===== src/rtl/fetch_sequencer.sv =====
// Instruction-fetch sequencer: owns the PC, issues one imem read per cycle and
// buffers returned words in a 2-entry FIFO presented to decode over valid/ready.
//
// state   | meaning
// --------+-----------------------------------------------
// ST_RUN  | normal fetch, requests issued while credit allows
// ST_HALT | no new requests; in-flight word lands, buffer drains
module fetch_sequencer #(
  parameter logic [31:0] RESET_PC = 32'h0000_0000,
  parameter int          ADDR_W   = 8
) (
  input  logic              clk,
  input  logic              rst,
  output logic              imem_req,
  output logic [ADDR_W-1:0] imem_addr,
  input  logic [31:0]       imem_rdata,
  input  logic              redirect_valid,
  input  logic [31:0]       redirect_pc,
  input  logic              halt,
  output logic              inst_valid,
  input  logic              inst_ready,
  output logic [31:0]       inst_data,
  output logic [31:0]       inst_pc,
  output logic              busy
);

  typedef enum logic {ST_RUN = 1'b0, ST_HALT = 1'b1} state_e;

  state_e      state_q, state_d;
  logic [31:0] fetch_pc_q, fetch_pc_d;
  logic [31:0] inflight_pc_q, inflight_pc_d;
  logic        inflight_q, inflight_d;
  logic        kill_q, kill_d;
  logic [1:0]  count_q, count_d;
  logic [31:0] buf_pc_q [2];
  logic [31:0] buf_pc_d [2];
  logic [31:0] buf_data_q [2];
  logic [31:0] buf_data_d [2];

  logic        pop;
  logic        push;
  logic [2:0]  credit_used;
  logic [1:0]  wr_idx;
  logic        unused_redirect_bits;

  assign unused_redirect_bits = ^redirect_pc[1:0];

  assign inst_valid  = (count_q != 2'd0);
  assign pop         = inst_valid & inst_ready;
  assign push        = inflight_q & ~kill_q;
  // Slots already spoken for after this cycle's pop; pop implies count >= 1.
  assign credit_used = {1'b0, count_q} + {2'b00, inflight_q} - {2'b00, pop};

  assign inst_data = inst_valid ? buf_data_q[0] : 32'h0;
  assign inst_pc   = inst_valid ? buf_pc_q[0]   : 32'h0;
  assign busy      = inflight_q | inst_valid;
  assign imem_addr = fetch_pc_q[ADDR_W+1:2];

  always_ff @(posedge clk) begin
    if (rst) begin
      state_q <= ST_RUN;
    end else begin
      state_q <= state_d;
    end
  end

  always_comb begin
    state_d = state_q;
    case (state_q)
      ST_RUN:  if (halt)  state_d = ST_HALT;
      ST_HALT: if (!halt) state_d = ST_RUN;
      default: state_d = ST_RUN;
    endcase
  end

  always_comb begin
    imem_req = ~rst & (state_q == ST_RUN) & ~halt & ~redirect_valid &
               (credit_used < 3'd2);
  end

  always_comb begin
    fetch_pc_d    = fetch_pc_q;
    inflight_pc_d = inflight_pc_q;
    inflight_d    = imem_req;
    kill_d        = redirect_valid & inflight_q;
    count_d       = count_q;
    buf_pc_d      = buf_pc_q;
    buf_data_d    = buf_data_q;
    wr_idx        = count_q - {1'b0, pop};

    if (imem_req) begin
      inflight_pc_d = fetch_pc_q;
      fetch_pc_d    = fetch_pc_q + 32'd4;
    end

    if (redirect_valid) begin
      fetch_pc_d = {redirect_pc[31:2], 2'b00};
      count_d    = 2'd0;
    end else begin
      if (pop) begin
        buf_pc_d[0]   = buf_pc_q[1];
        buf_data_d[0] = buf_data_q[1];
      end
      if (push) begin
        if (wr_idx == 2'd0) begin
          buf_pc_d[0]   = inflight_pc_q;
          buf_data_d[0] = imem_rdata;
        end else begin
          buf_pc_d[1]   = inflight_pc_q;
          buf_data_d[1] = imem_rdata;
        end
      end
      count_d = count_q - {1'b0, pop} + {1'b0, push};
    end
  end

  always_ff @(posedge clk) begin
    if (rst) begin
      fetch_pc_q    <= RESET_PC & ~32'd3;
      inflight_pc_q <= 32'h0;
      inflight_q    <= 1'b0;
      kill_q        <= 1'b0;
      count_q       <= 2'd0;
      buf_pc_q[0]   <= 32'h0;
      buf_pc_q[1]   <= 32'h0;
      buf_data_q[0] <= 32'h0;
      buf_data_q[1] <= 32'h0;
    end else begin
      fetch_pc_q    <= fetch_pc_d;
      inflight_pc_q <= inflight_pc_d;
      inflight_q    <= inflight_d;
      kill_q        <= kill_d;
      count_q       <= count_d;
      buf_pc_q      <= buf_pc_d;
      buf_data_q    <= buf_data_d;
    end
  end

  a_no_push_when_full: assert property (@(posedge clk) disable iff (rst)
    !(push && !redirect_valid && !pop && count_q == 2'd2));

endmodule


===== config.mk =====
export PLATFORM = sky130hd
export DESIGN_NAME = fetch_sequencer
export DESIGN_NICKNAME = d
export VERILOG_FILES = /design/src/rtl/fetch_sequencer.sv
export SDC_FILE = /design/constraint.sdc
export NUM_CORES = 1
export LEC_CHECK = 0
export BUFFER_PORTS_ARGS = -buffer_cell sky130_fd_sc_hd__buf_2
export CORE_MARGIN = 4
export CORE_UTILIZATION = 59
export CTS_BUF_LIST = sky130_fd_sc_hd__clkbuf_4 sky130_fd_sc_hd__clkbuf_8
export DETAILED_ROUTE_END_ITERATION = 8
export PLACE_DENSITY_LB_ADDON = 0.05
export REMOVE_ABC_BUFFERS = 1
export SKIP_LAST_GASP = 1
export SYNTH_ARGS = -nofsm -noshare
export SYNTH_HDL_FRONTEND = slang
export SYNTH_SLANG_ARGS = --single-unit

===== constraint.sdc =====
create_clock -name clk -period 4 [get_ports clk]
set_clock_uncertainty 0.15 [all_clocks]
set_input_delay 0.6 -clock clk [delete_from_list [all_inputs] [get_ports clk]]
set_output_delay 0.6 -clock clk [all_outputs]
set_load 0.05 [all_outputs]

* Yosys cells after proc, flatten, opt, wreduce, memory -nomap -nowiden
Index checks and enable logic that the tools add are counted.
** Cells by class
- Add/sub/neg operators :: 5
- $lt $le $gt $ge :: 1
- Muxes and demuxes :: 13
- Bitwise gates (word level) :: 14
- Reductions and logical operators :: 5
** Operators by type and width (count)
- $mux W32 :: 10
- $mux W64 :: 2
- $add A32 B3 Y32 const B :: 1
- $and A1 B1 Y1 :: 7
- $not A1 Y1 :: 6
- $reduce_bool A2 Y1 :: 2
- $add A2 B1 Y3 :: 1
- $lt A3 B2 Y1 const B :: 1
- $reduce_and A3 Y1 :: 1
- $sub A3 B1 Y3 :: 1
- $add A2 B1 Y2 :: 1
- $logic_not A2 Y1 :: 1
- $reduce_or A2 Y1 :: 1
- $sub A2 B1 Y2 :: 1
- $mux W1 :: 1
- $or A1 B1 Y1 :: 1
** Word-level totals
- Register bits after elaboration :: 197
- Bits of input ports :: 69
- Output and inout bits :: 75
- Logic and storage cells :: 49

* Depth between registers and ports, before layout
- Depth after elaboration :: 7
- Mapped depth :: 13
- Depth with buffers taken out :: 12

* Least setup slack after synthesis
No wires, ideal clock.
- Path type :: input to output
- From :: input port inst_ready
- To :: output port imem_req
- Arrival time :: 3375 ps
- Required time :: 3250 ps
- Setup slack :: -125 ps
- Stages on the path :: 11
- Path buffers :: 2
- Cell sequence :: inv_2 -> or3_1 -> inv_2 -> a21o_4 -> nand2_1 -> fa_1 -> nor3b_1 -> nand3_1 -> inv_1 -> clkbuf_1 -> clkbuf_1
** On the way
- Word-level cells in the longest chain between the ends :: 4
** RTL lines
- start, declared :: RTL line 21 : input logic inst_ready,
- $and A1 B1 Y1 :: RTL line 49 : assign pop = inst_valid & inst_ready;
- $sub A3 B1 Y3 :: RTL line 52 : assign credit_used = {1'b0, count_q} + {2'b00, inflight_q} - {2'b00, pop};
- $lt A3 B2 Y1 :: RTL line 78 : (credit_used < 3'd2);
- $and A1 B1 Y1 :: RTL line 77 : imem_req = ~rst & (state_q == ST_RUN) & ~halt & ~redirect_valid &
- end, declared :: RTL line 14 : output logic imem_req,
No other way between the ends.

* Final worst setup path
- From :: register count_q[1]
- To :: output port imem_req
** On the way
- Word-level cells in the longest chain between the ends :: 5
- Elaborated cells between the ends (all ways) :: 6
- Classes of those cells :: 2 x add/sub; 1 x order compare; 2 x bitwise; 1 x reduce/logical
** RTL lines
- start, declared :: RTL line 34 : logic [1:0] count_q, count_d;
- start signal, assigned :: RTL line 133 : count_q <= count_d;
- branches (longest 2 deep; another with $add A2 B1 Y3)
- $sub A3 B1 Y3 * :: RTL line 52
- $lt A3 B2 Y1 * :: RTL line 78
- $and A1 B1 Y1 * :: RTL line 77
Mark *: on every way between the ends.

==> impl_metrics.py <==
metrics = {
    "outcome": {
        "status": "finished clean",
    },
    "clock_tree": {
        "path_clk_slew_ns": 0.09,
        "tritoncts": "yes",
        "cts-buffers-inserted": 17,
        "cts.sink_count": 191,
        "clock_path_buffers": 2,
        "holdBufCountCts": 0,
        "clock_insertion_delay_worst_skew_ns": 0.46,
        "cts_root_buffer": "sky130_fd_sc_hd__clkbuf_8",
        "cts_max_level": 4,
    },
    "finish": {
        "area.growth.synth_to_final_pct": 12.3,
        "final_cells": 1370,
        "postLayoutCellArea_mm2": 0.00994,
        "seqCellArea_mm2": 0.00382,
        "num_antenna_cells": 0,
        "multi_input_area_mm2": 0.00454,
        "fraction_of_layout_cells_with_a_size_suffix_above_1": 0.225,
        "fillcell_total": 1271,
        "nets": 1248,
    },
    "sta": {
        "final-setup-viol-count": 0,
        "grt_setup_unrepaired": "no",
        "tns_ns": 0,
        "timing.final.hold_violations": 0,
        "timing.final.max_slew_violations": 0,
        "slew_headroom": 0.344,
        "finalCritPeriodShare": 0.922,
        "min_period_ns": 3.69,
        "timing.final.ws_setup_ns": 0.310,
        "worst-slew-pin-transition_ns": 0.984,
        "fin_worst_hold_slack_ns": 0.230,
        "max_freq_mhz": 271,
    },
    "synthesis": {
        "async_flop_share": 0,
        "synth.yosys.seq_area_share": 0.432,
        "synth_largest_area_cell": "sky130_fd_sc_hd__dfxtp_1",
        "postSynthRegisterBits": 191,
        "syn-cell-area_mm2": 0.00886,
        "syn_avg_cell_area_um2": 8.07,
        "synth-edff-count": 0,
        "synth.distinct_cells": 53,
        "synth_top_area_share": 0.432,
        "synth_warnings": 0,
        "synth_top_cells_by_area": "sky130_fd_sc_hd__dfxtp_1 43%, sky130_fd_sc_hd__nand2_1 9.1%, sky130_fd_sc_hd__nor4_2 8.2%",
        "ys.flop_type": "sky130_fd_sc_hd__dfxtp_1",
        "postSynthCellCount": 1098,
    },
    "worst_setup_path": {
        "timing.critical_path.fanout_max": 6,
        "critPathRequiredTime_ns": 3.25,
        "register_to_register_path_setup_slack_ns": 0.55,
        "timing.critical_path.to_type": "output pin",
        "arr_time_crit_path_ns": 2.94,
        "timing_worst_setup_path_type": "flip-flop to output pin",
        "start_kind": "flip-flop",
    },
    "pwr": {
        "powerDensity_mw_per_mm2": 358,
        "peakVddDrop_mv": 0.305,
        "static-leakage-power_nw": 3.70,
    },
    "detailed_routing": {
        "via_count": 7900,
        "dr_pass1_iterations": 6,
        "detail-route-antenna-nets": 0,
        "vias_per_cell": 5.77,
        "drt_wl_total_um": 21800,
        "wl_per_cell_um": 15.9,
        "drt_iter0_drc": 544,
        "drt_drc_violations_left": 0,
    },
    "flow_run": {
        "timing.max_cap.violations": 0,
    },
    "grt": {
        "grt_max_degree": 80,
        "wire_length_of_the_first_global_routing_pass_um": 35200,
        "grt_pass1_vias": 7493,
        "gr-total-overflow": 0,
        "overall_track_demand_over_capacity_in_global_routing": 0.254,
        "antenna_found_initial": 0,
    },
    "worst_hold_path": {
        "hp-class": "input port to flip-flop",
    },
    "placement": {
        "dp_cells": 1340,
        "pre_cts_ws_ns": 0.197,
        "placedInstanceArea_mm2": 0.00954,
        "dp_hpwl_um": 13400,
        "place.port_buffers": 141,
        "last_weighted_congestion_value_of_the_routability_driven_placer": 0.804,
    },
    "floorplanning": {
        "fp.dieH_um": 131,
        "initial_core_util": 0.605,
        "num_rows": 44,
        "core_area_mm2": 0.0146,
        "die_area_mm2": 0.0170,
        "design.portCount": 144,
        "chipWidth_um": 131,
    },
}
## cell type report
cell class,instances,area share
clock buffer,22,0.0292
clock inverter,8,0.0108
inverter,11,0.00415
multi-input combinational,796,0.457
sequential,191,0.384
tap,184,0.0232
timing repair buffer,158,0.0912
## through the flow
stage | total power [W] | util
2_1_floorplan | 0.00217 | -
3_3_place_gp | 0.00232 | 0.651
3_5_place_dp | 0.00233 | 0.651
4_1_cts | 0.00358 | 0.679
5_1_grt | 0.00368 | 0.679
6_report | 0.00356 | 0.679
## worst max-delay path: stages, from the launching register on
cell	delay, ns
sky130_fd_sc_hd__dfxtp_1	0.44
sky130_fd_sc_hd__inv_1	0.10
sky130_fd_sc_hd__or3_1	0.35
sky130_fd_sc_hd__inv_2	0.12
sky130_fd_sc_hd__a21o_4	0.15
sky130_fd_sc_hd__nand2_1	0.08
sky130_fd_sc_hd__fa_1	0.38
sky130_fd_sc_hd__xnor2_1	0.30
sky130_fd_sc_hd__nand3_2	0.13
sky130_fd_sc_hd__inv_1	0.17
sky130_fd_sc_hd__clkbuf_4	0.27
## layout by cell type (no fill, tap or decap), drive strengths merged, types with 4 or more instances in the layout
master	count
inv	12
nor2	80
a31oi	6
o21ai	9
xnor2	12
nand4	11
and4	5
dfxtp	191
nor4	73
nand3	17
nand2	215
clkbuf	23
or3	8
o211ai	4
and2	67
nor3	127
a21oi	115
a211oi	7
mux2	5
buf	157
## Yosys cell counts, types with 7 or more instances
library cell                 n
sky130_fd_sc_hd__nand2_1   215
sky130_fd_sc_hd__dfxtp_1   191
sky130_fd_sc_hd__nor3_1    127
sky130_fd_sc_hd__a21oi_1   115
sky130_fd_sc_hd__nor2_1     80
sky130_fd_sc_hd__and2_1     67
sky130_fd_sc_hd__clkbuf_1   67
sky130_fd_sc_hd__nor4_2     58
sky130_fd_sc_hd__nand3_1    17
sky130_fd_sc_hd__buf_2      15
sky130_fd_sc_hd__nor4_1     14
sky130_fd_sc_hd__xnor2_1    12
sky130_fd_sc_hd__nand4_1    10
sky130_fd_sc_hd__inv_1       9
sky130_fd_sc_hd__buf_4       8
sky130_fd_sc_hd__o21ai_0     8
sky130_fd_sc_hd__or3_1       8
sky130_fd_sc_hd__buf_6       7
## power by group
part	switching, W	total, W	leakage, nW	internal, W
sequential	0.0000448	0.00199	1.55	0.00195
combinational	0.000197	0.000293	1.95	0.0000960
clock	0.000660	0.00128	0.196	0.000617
total	0.000901	0.00356	3.70	0.00266
## routing by layer
metal	vias to the layer above	global-route usage	routed length, um
met5	-	0	0
met4	0	0.0895	420
met3	33	0.0500	1200
met2	220	0.432	10300
met1	3719	0.322	9860
li1	3928	-	-
## cells by family (layout without fill, tap and decap cells)
family / Yosys count / in the layout / synth area share
xor gates and xnor gates: 12 / 12 / 0.0119
adders and majority gates: 4 / 4 / 0.00650
DFF: 191 / 191 / 0.432
and+or+nand+nor: 615 / 615 / 0.378
buffers and inverters: 111 / 199 / 0.0586
muxes: 5 / 5 / 0.00636
AOI/OAI and AO/OA: 160 / 160 / 0.107
## what timing repair did
action	4_1_cts	5_1_grt
setup buffers	0	0
gates resized for setup	0	2
endpoints found under the setup margin	0	1
## final timing paths
kind,start,cells past startpoint,end
max,count_q[1],10,imem_req
min,imem_rdata[9],3,buf_data_q[9]
max reg2reg,count_q[1],12,fetch_pc_q[20]
min reg2reg,buf_pc_q[29],2,buf_pc_q[29]
## sequential cells by signal, summed over array words and instances, names as in the netlist
register / count
state_q: 1
buf_pc_q: 62
inflight_q: 1
buf_data_q: 64
fetch_pc_q: 30
count_q: 2
kill_q: 1
inflight_pc_q: 30
(Power assumes the default switching activity.)
